**config.mk**
```make
export PLATFORM = sky130hd
export DESIGN_NAME = tcm_encoder_flat
export DESIGN_NICKNAME = d
export VERILOG_FILES = /design/src/rtl/tcm_pkg.sv /design/src/rtl/tcm_encoder_if.sv /design/src/rtl/tcm_out_reg.sv /design/src/rtl/tcm_encoder.sv /design/src/flat_wrapper.sv
export SDC_FILE = /design/constraint.sdc
export NUM_CORES = 1
export LEC_CHECK = 0
export ABC_CLOCK_PERIOD_IN_PS = 1900
export CAP_MARGIN = 30
export CORE_UTILIZATION = 25
export CTS_CLUSTER_DIAMETER = 200
export CTS_CLUSTER_SIZE = 30
export DETAILED_ROUTE_END_ITERATION = 8
export PLACE_DENSITY = 0.51
export SLEW_MARGIN = 25
export SYNTH_ARGS = -nofsm -noshare
export SYNTH_HDL_FRONTEND = slang
export SYNTH_HIERARCHICAL = 1
export SYNTH_SLANG_ARGS = --single-unit
```
**constraint.sdc**
```tcl
create_clock -name clk -period 1.9 [get_ports clk]
set_clock_uncertainty 0.2 [all_clocks]
set_input_delay 0.38 -clock clk [delete_from_list [all_inputs] [get_ports clk]]
set_output_delay 0.38 -clock clk [all_outputs]
set_load 0.01 [all_outputs]
```
**src/rtl/tcm_pkg.sv**
```systemverilog
// Shared definitions for the 4-state rate-2/3 TCM encoder and the matching decoder models.
package tcm_pkg;

    localparam int DATA_W   = 2;
    localparam int SYM_W    = 3;
    localparam int STATE_W  = 2;
    localparam int TAIL_LEN = 2;

    typedef enum logic [1:0] {
        RUN,
        TAIL1,
        TAIL2
    } fsm_state_t;

    typedef struct packed {
        logic [SYM_W-1:0]   y;
        logic [STATE_W-1:0] s_next;
    } enc_result_t;

    // x = {x2, x1}, s = {s1, s0}; x2 passes uncoded, x1 drives the convolutional part.
    function automatic enc_result_t tcm_encode(input logic [DATA_W-1:0] x,
                                               input logic [STATE_W-1:0] s);
        enc_result_t r;
        r.y      = {x[1], x[0], s[0]};
        r.s_next = {s[0], s[1] ^ x[0]};
        return r;
    endfunction

endpackage

```
**src/rtl/tcm_encoder_if.sv**
```systemverilog
// Data-in and symbol-out handshakes of the TCM encoder bundled as one port.
interface tcm_encoder_if;
    import tcm_pkg::*;

    logic [DATA_W-1:0] in_data;
    logic              in_valid;
    logic              in_last;
    logic              in_ready;
    logic [SYM_W-1:0]  sym;
    logic              sym_valid;
    logic              sym_last;
    logic              sym_ready;
    logic              ovf;

    modport master (
        output in_data, in_valid, in_last, sym_ready,
        input  in_ready, sym, sym_valid, sym_last, ovf
    );

    modport slave (
        input  in_data, in_valid, in_last, sym_ready,
        output in_ready, sym, sym_valid, sym_last, ovf
    );

endinterface

```
**src/rtl/tcm_out_reg.sv**
```systemverilog
// Single-entry valid/ready output register carrying {sym, sym_last}.
module tcm_out_reg
    import tcm_pkg::*;
(
    input  logic             clk,
    input  logic             reset,
    input  logic             src_valid,
    input  logic [SYM_W-1:0] src_sym,
    input  logic             src_last,
    output logic             src_ready,
    output logic             load,
    output logic [SYM_W-1:0] sym,
    output logic             sym_valid,
    output logic             sym_last,
    input  logic             sym_ready
);

    assign src_ready = !sym_valid || sym_ready;
    assign load      = src_valid && src_ready;

    // Data only changes on a load, so a stalled symbol stays put.
    always_ff @(posedge clk or negedge reset) begin
        if (!reset) begin
            sym       <= '0;
            sym_valid <= 1'b0;
            sym_last  <= 1'b0;
        end else if (load) begin
            sym       <= src_sym;
            sym_last  <= src_last;
            sym_valid <= 1'b1;
        end else if (sym_ready) begin
            sym_valid <= 1'b0;
        end
    end

endmodule

```
**src/rtl/tcm_encoder.sv**
```systemverilog
// Rate-2/3 4-state TCM encoder for 8-PSK: encodes framed 2-bit words and appends two tail symbols.
module tcm_encoder
    import tcm_pkg::*;
#(
    parameter int MAX_FRAME = 255
)
(
    input  logic          clk,
    input  logic          reset,
    tcm_encoder_if.slave  bus
);

    localparam logic [7:0] LAST_IDX = 8'(MAX_FRAME - 1);

    fsm_state_t         state;
    fsm_state_t         state_next;
    logic [STATE_W-1:0] s;
    logic [7:0]         frame_cnt;
    logic               ovf_q;

    logic               in_run;
    logic               src_valid;
    logic               src_ready;
    logic               load;
    logic               accept;
    logic               at_limit;
    logic               frame_end;
    logic [DATA_W-1:0]  x;
    enc_result_t        enc;

    assign in_run       = (state == RUN);
    assign src_valid    = in_run ? bus.in_valid : 1'b1;
    assign bus.in_ready = in_run && src_ready;
    assign accept       = bus.in_valid && bus.in_ready;
    assign at_limit     = (frame_cnt == LAST_IDX);
    assign frame_end    = bus.in_last || at_limit;
    // Tail symbols feed x1 = s1 so two of them flush the trellis back to state 0.
    assign x            = in_run ? bus.in_data : {1'b0, s[1]};
    assign enc          = tcm_encode(x, s);
    assign bus.ovf      = ovf_q;

    always_comb begin
        state_next = state;
        case (state)
            RUN:     if (accept && frame_end) state_next = TAIL1;
            TAIL1:   if (load) state_next = TAIL2;
            TAIL2:   if (load) state_next = RUN;
            default: state_next = RUN;
        endcase
    end

    always_ff @(posedge clk or negedge reset) begin
        if (!reset) begin
            state     <= RUN;
            s         <= '0;
            frame_cnt <= '0;
            ovf_q     <= 1'b0;
        end else begin
            state <= state_next;
            ovf_q <= accept && at_limit && !bus.in_last;
            if (load) begin
                s <= enc.s_next;
            end
            if (accept) begin
                frame_cnt <= frame_end ? 8'd0 : frame_cnt + 8'd1;
            end
        end
    end

    tcm_out_reg u_out_reg (
        .clk       (clk),
        .reset     (reset),
        .src_valid (src_valid),
        .src_sym   (enc.y),
        .src_last  (state == TAIL2),
        .src_ready (src_ready),
        .load      (load),
        .sym       (bus.sym),
        .sym_valid (bus.sym_valid),
        .sym_last  (bus.sym_last),
        .sym_ready (bus.sym_ready)
    );

endmodule
```
**src/flat_wrapper.sv**
```systemverilog
// flat-port wrapper written by rule: the top's interface ports become plain ports
module tcm_encoder_flat import tcm_pkg::*;
#(
    parameter int MAX_FRAME = 255
)
  (clk, reset, bus_in_data, bus_in_valid, bus_in_last, bus_sym_ready, bus_in_ready, bus_sym, bus_sym_valid, bus_sym_last, bus_ovf);
  tcm_encoder_if bus_i ();
  input  logic clk;
  input  logic reset;
  input wire logic [$bits(bus_i.in_data)-1:0] bus_in_data;
  input wire logic [$bits(bus_i.in_valid)-1:0] bus_in_valid;
  input wire logic [$bits(bus_i.in_last)-1:0] bus_in_last;
  input wire logic [$bits(bus_i.sym_ready)-1:0] bus_sym_ready;
  output wire logic [$bits(bus_i.in_ready)-1:0] bus_in_ready;
  output wire logic [$bits(bus_i.sym)-1:0] bus_sym;
  output wire logic [$bits(bus_i.sym_valid)-1:0] bus_sym_valid;
  output wire logic [$bits(bus_i.sym_last)-1:0] bus_sym_last;
  output wire logic [$bits(bus_i.ovf)-1:0] bus_ovf;
  assign bus_i.in_data = bus_in_data;
  assign bus_i.in_valid = bus_in_valid;
  assign bus_i.in_last = bus_in_last;
  assign bus_i.sym_ready = bus_sym_ready;
  assign bus_in_ready = bus_i.in_ready;
  assign bus_sym = bus_i.sym;
  assign bus_sym_valid = bus_i.sym_valid;
  assign bus_sym_last = bus_i.sym_last;
  assign bus_ovf = bus_i.ovf;
  tcm_encoder #(.MAX_FRAME(MAX_FRAME)) u_core (.clk(clk), .reset(reset), .bus(bus_i));
endmodule
```
==> metrics.txt, run 1 <==
Synth area leaders dfrtp_1, mux2_4, xor2_1, nand4bb_4, nor2_1; H-tree levels 1; Worst Tran Pin Value 0.235 ns; vias 650; Synth Register Bits 18; Synth cell types 29; synthesized area 922 µm²; commonest cells after routing, fill and taps aside dfrtp_1, clkdlybuf4s50_1, buf_4; Post-DP HPWL 1310 µm; WL final 1790 µm; top_reg_cell synth dfrtp_1; largest net degree at the start of global routing 19; Pre-antenna DRT Iters 3; number of global-route vias before repair 700; NetSw 522 µW; CTS sink count 18; max_cap viols 0; RSZ-0062 raised after global routing false; area fraction in and, or, nand and nor cells after synthesis 0.233; placed insts 145; first-pass GRT wire length 3320 µm; WL met2 842 µm; crit path max fanout 2; clock slew at reported path FFs 0.07 ns; worst path arrival time 1.19 ns; Max Freq 0.563 GHz; fillers 371; sequential share of power 0.366; ratio of total power to cell area 1330 mW/mm²; Post-Synth Adder-Cell Area 0.0271; Synth Net Count 88; Wirelength per Cell 12.0 µm; CP max stage cell clkdlybuf4s50_1; Final WS setup 0.125 ns; Port Buf Inserts 13; CORE AREA 0.00344 mm²; Layout area overhead 31.5%; Pint 1.09 mW; TNS Setup 0 ns; Place WS -0.288 ns; total CTS buffers 3; largest family of logic cells by synthesized area simple AND/OR/NAND/NOR gates; Cells after Synth 79; clock power share 0.198; Leakage Power 0.548 nW; CTS root buf clkbuf_8; Die Span X 62.7 µm; CTS max path bufs 2; post-synth top area share 0.488; chip height 62.7 µm; share of layout cells above drive strength 1 0.243; combinational group share of total power 0.436; hold_ws 0.254 ns; Crit Path Category input pin to output pin; top sig layer met4; ANT cells 0; HP Class input pin to async pin; Synth async-reset ratio 1.00; # nets final 113; Die Area 0.00394 mm²; status finished, final reports clean; synthesized area per cell 11.7 µm²; worst-skew pair later-pin latency 0.26 ns; Slew Limit Headroom 0.843; mux cell area share after synthesis 0.0896; Synth Area in XOR/XNOR 0.0570; GR Overflow Total 0; compound-cell area share of the yosys netlist 0.0760; most common library cell in the layout ignoring fill and taps dfrtp_1; Req. time, crit path 1.32 ns; row count 21; antenna violations before repair 0; Switching Share 0.323; Initial DRC Count 26; wl on met1 831 µm; Initial Util 0.268; Final Non-Filler Cells 149; final setup vio count 0; sequential area share after synthesis 0.488; CP Launch Type input pin; Final period util 0.934; DRC 0; slowest stage delay, CP 0.46 ns; Via density 4.36; Hold Vio Cnt, Final 0; Ys Warns 6; Final min period 1.77 ns; routability cong. 0.759; reg-to-reg setup timing slack 0.14 ns; cell breakdown of the critical path clkdlybuf4s50_1 -> nand2b_4 -> and2_1 -> buf_2; maximum vdd drop 0.486 mV; Critical Path End Type output pin; remaining antenna violation count 0; CTS tree done; DR WL met3 99 µm; Post-synth EDFFs 0; Slew Viols, Final 0; I/O pin count 14; Hold-fix buffers, CTS 0; Synth area leader dfrtp_1; All-Layer GR Usage 0.110
[area by class of cell]
| class | instances | area, µm² | area share |
|---|---|---|---|
| repair buffers | 21 | 185 | 0.153 |
| inverters | 4 | 15.0 | 0.0124 |
| flip-flops and latches | 18 | 450 | 0.372 |
| clock buffers | 4 | 55.1 | 0.0454 |
| well taps | 46 | 57.6 | 0.0475 |
| multi-input cells | 56 | 449 | 0.370 |
[registers in the layout, summed over array words and instances (netlist names)]
| register | cells |
|---|---|
| u_core/frame_cnt | 8 |
| u_core/u_out_reg/sym | 3 |
| u_core/s | 2 |
| u_core/state | 2 |
| u_core/bus.ovf | 1 |
| u_core/u_out_reg/sym_last | 1 |
| u_core/u_out_reg/sym_valid | 1 |
[worst max-delay path, delay by kind of cell]
kind / cells / cell delay (ns)
AND/OR/NAND/NOR: 2 / 0.24
buffers and inverters: 2 / 0.59
[power groups by stage]
stage / Clock, mW / Combinational (mW) / Sequential [mW]
CTS: 0.336 / 0.719 / 0.594
floorplan: 0 / 0.393 / 0.615
detailed placement: 0 / 0.716 / 0.599
finish: 0.320 / 0.703 / 0.591
global placement: 0 / 0.706 / 0.595
global route: 0.347 / 0.783 / 0.608
[final timing paths]
kind                                              start                 endpoint  cells after the start
worst max-delay path                      bus_sym_ready             bus_in_ready                      4
worst min-delay path                              reset      u_core/frame_cnt[7]                      2
worst max register to register          u_core/state[1]              u_core/s[1]                      5
worst min register to register  u_core/u_out_reg/sym[1]  u_core/u_out_reg/sym[1]                      1
max in group asynchronous                         reset      u_core/frame_cnt[2]                      2
min in group clk                u_core/u_out_reg/sym[1]  u_core/u_out_reg/sym[1]                      1
[metrics by stage]
stage / util / total power, mW / area [µm²]
CTS: 0.353 / 1.65 / 1210
detailed placement: 0.337 / 1.32 / 1160
floorplan: - / 1.01 / 922
finish: 0.352 / 1.61 / 1210
global route: 0.352 / 1.74 / 1210
global placement: 0.337 / 1.30 / 1160
[Yosys cell counts (all sizes together), types with 2 or more instances]
| library cell | instances |
|---|---|
| and2 | 3 |
| dfrtp | 18 |
| ha | 2 |
| inv | 4 |
| mux2 | 6 |
| nand2 | 7 |
| nand3 | 3 |
| nand4 | 3 |
| nor2 | 7 |
| nor3 | 3 |
| o21ai | 2 |
| o2bb2ai | 2 |
| or3 | 2 |
| xnor2 | 2 |
| xor2 | 4 |
[routing by layer]
metal | global-route usage | up-vias
li1 | - | 325
met1 | 0.138 | 307
met2 | 0.171 | 16
met3 | 0.0456 | 2
met4 | 0.0349 | 0
met5 | 0 | -
[cells by family after synthesis]
kind of cell	count (synthesis)
and+or+nand+nor	33
DFF	18
AOI/OAI and AO/OA	9
xor gates and xnor gates	6
muxes	6
buffers and inverters	5
adders and majority gates	2
[what timing repair did]
action / 4_1_cts / 5_1_grt
gates resized for setup: 3 / 2
setup endpoints to repair: 1 / 2
setup buffers: 0 / 0
Power figures use the tool's default switching activity.
==> inputs of run 2 (changes only) <==
--- a/config.mk
+++ b/config.mk
@@ -7,11 +7,11 @@
 export LEC_CHECK = 0
 export ABC_CLOCK_PERIOD_IN_PS = 1900
 export CAP_MARGIN = 30
-export CORE_UTILIZATION = 25
+export CORE_UTILIZATION = 36
 export CTS_CLUSTER_DIAMETER = 200
 export CTS_CLUSTER_SIZE = 30
 export DETAILED_ROUTE_END_ITERATION = 8
-export PLACE_DENSITY = 0.51
+export PLACE_DENSITY = 0.65
 export SLEW_MARGIN = 25
 export SYNTH_ARGS = -nofsm -noshare
 export SYNTH_HDL_FRONTEND = slang
==> metrics.txt, run 2 (synthesized netlist as in run 1, its figures left out) <==
Initial DRC Count 12 (was 26); largest net degree at the start of global routing 19 (unchanged); ANT cells 0 (unchanged); crit path max fanout 2 (unchanged); clock power share 0.152 (was 0.198); slowest stage delay, CP 0.54 ns (was 0.46 ns); fillers 207 (was 371); Slew Viols, Final 0 (unchanged); CP Launch Type flop (was input pin); CTS sink count 18 (unchanged); top sig layer met4 (unchanged); DR WL met3 73 µm (was 99 µm); Final WS setup 0.122 ns (was 0.125 ns); final setup vio count 0 (unchanged); CTS tree done (unchanged); clock slew at reported path FFs 0.10 ns (was 0.07 ns); Top delay family on crit path buffers and inverters (unchanged); NetSw 502 µW (was 522 µW); Port Buf Inserts 13 (unchanged); TNS Setup 0 ns (unchanged); Initial Util 0.398 (was 0.268); Die Span X 52.6 µm (was 62.7 µm); Pint 1.02 mW (was 1.09 mW); total CTS buffers 3 (unchanged); row count 17 (was 21); vias 679 (was 650); CP Buf/Inv Count 1 (was 2); Max Freq 0.562 GHz (was 0.563 GHz); CTS max path bufs 2 (unchanged); # nets final 114 (was 113); reg-to-reg endpoint u_core/s[1] (unchanged); reg-to-reg setup timing slack 0.14 ns (about the same); WL met2 834 µm (was 842 µm); WL final 1710 µm (was 1790 µm); Final period util 0.936 (was 0.934); HP Class input pin to async pin (unchanged); dpl cell area 0.00114 mm² (was 0.00116 mm²); Die Area 0.00277 mm² (was 0.00394 mm²); worst path arrival time 1.20 ns (was 1.19 ns); remaining antenna violation count 0 (unchanged); Pre-antenna DRT Iters 4 (was 3); FF-to-FF Start u_core/state[1] (unchanged); share of layout cells above drive strength 1 0.250 (was 0.243); maximum vdd drop 0.802 mV (was 0.486 mV); DRC 0 (unchanged); status finished, final reports clean (unchanged); GR Overflow Total 0 (unchanged); Leakage Power 0.544 nW (was 0.548 nW); Switching Share 0.329 (was 0.323); CP max stage cell clkdlybuf4s50_1 (unchanged); ratio of total power to cell area 1300 mW/mm² (was 1330 mW/mm²); worst-skew pair later-pin latency 0.29 ns (was 0.26 ns); Slew Limit Headroom 0.847 (was 0.843); Critical Path End Type output pin (unchanged); fin area 0.00117 mm² (was 0.00121 mm²); most common library cell in the layout ignoring fill and taps dfrtp_1 (unchanged); chip height 52.6 µm (was 62.7 µm); CTS root buf clkbuf_4 (was clkbuf_8); wl on met1 779 µm (was 831 µm); Post-DP HPWL 1280 µm (was 1310 µm); combinational group share of total power 0.462 (was 0.436); antenna violations before repair 0 (unchanged); Hold Vio Cnt, Final 0 (unchanged); max reg flops 8 (unchanged); first-pass GRT wire length 2930 µm (was 3320 µm); Req. time, crit path 1.32 ns (about the same); I/O pin count 14 (unchanged); Layout area overhead 27.4% (was 31.5%); max_cap viols 0 (unchanged); cell breakdown of the critical path clkdlybuf4s50_1 (was clkdlybuf4s50_1 -> nand2b_4 -> and2_1 -> buf_2); number of global-route vias before repair 659 (was 700); commonest cells after routing, fill and taps aside dfrtp_1, clkdlybuf4s50_1, buf_4 (unchanged); total power 1.53 mW (was 1.61 mW); Biggest register u_core/frame_cnt (unchanged); Final min period 1.78 ns (was 1.77 ns); CORE AREA 0.00232 mm² (was 0.00344 mm²); FF-to-FF path depth 5 (unchanged); Worst Tran Pin Value 0.227 ns (was 0.235 ns); sequential share of power 0.385 (was 0.366); H-tree levels 1 (unchanged); Place WS -0.280 ns (was -0.288 ns); All-Layer GR Usage 0.150 (was 0.110); Crit Path Category flop to output pin (was input pin to output pin); Worst setup startpoint u_core/u_out_reg/sym[1] (was bus_sym_ready); Wirelength per Cell 13.0 µm (was 12.0 µm); Hold-fix buffers, CTS 0 (unchanged); RSZ-0062 raised after global routing false (unchanged); hold_ws 0.208 ns (was 0.254 ns); Via density 5.14 (was 4.36); Regs by FF count u_core/frame_cnt (8), u_core/u_out_reg/sym (3) (unchanged); routability cong. 0.756 (was 0.759)
## run 2: cell types whose count changed in the layout (fill, tap and decap cells not counted)
cell	delta
clkbuf_4	+3
clkbuf_8	-3
and4bb_2	+1
and4bb_4	-1
buf_2	-1
buf_4	+1
clkbuf_2	+1
## run 2: worst max-delay path by stage
stage	end	slack (ns)	depth (start not counted)
final	bus_sym[1]	0.12	1
after global routing	bus_sym[2]	0.05	1
after CTS	bus_in_ready	0.01	4
after detailed placement	bus_in_ready	-0.28	4
after global placement	bus_in_ready	-0.26	4
after floorplan	u_core/state[0]	0.30	6
## run 2: power by group through the flow
stage / sequential [mW] / combinational (mW) / clock [mW]
after floorplan: 0.615 / 0.393 / 0
after global placement: 0.593 / 0.697 / 0
after detailed placement: 0.600 / 0.712 / 0
after CTS: 0.594 / 0.709 / 0.246
after global routing: 0.602 / 0.775 / 0.267
final: 0.588 / 0.706 / 0.232
## run 2: cell type report
class	count	area, µm²	area share
Timing Repair Buffer	22	193	0.164
Multi-Input combinational cell	56	445	0.379
Inverter	4	15.0	0.0128
Clock buffer	4	36.3	0.0309
Sequential cell	18	450	0.383
Tap cell	28	35.0	0.0298
## run 2: per-layer routing
metal  GRT usage  vias up
met5           0        -
met4      0.0526        0
met3      0.0638        4
met2       0.243       15
met1       0.177      332
li1            -      328
## run 2: timing repair
item | in CTS | in global routing
resized for setup | 2 | 1
setup endpoints to repair | 1 | 2
setup buffers | 0 | 1
## run 2: stage by stage
step           utilization  std cells
5_1_grt              0.507        132
3_3_place_gp         0.490        127
6_report             0.507        132
4_1_cts              0.506        131
3_5_place_dp         0.490        127
2_1_floorplan            -         79
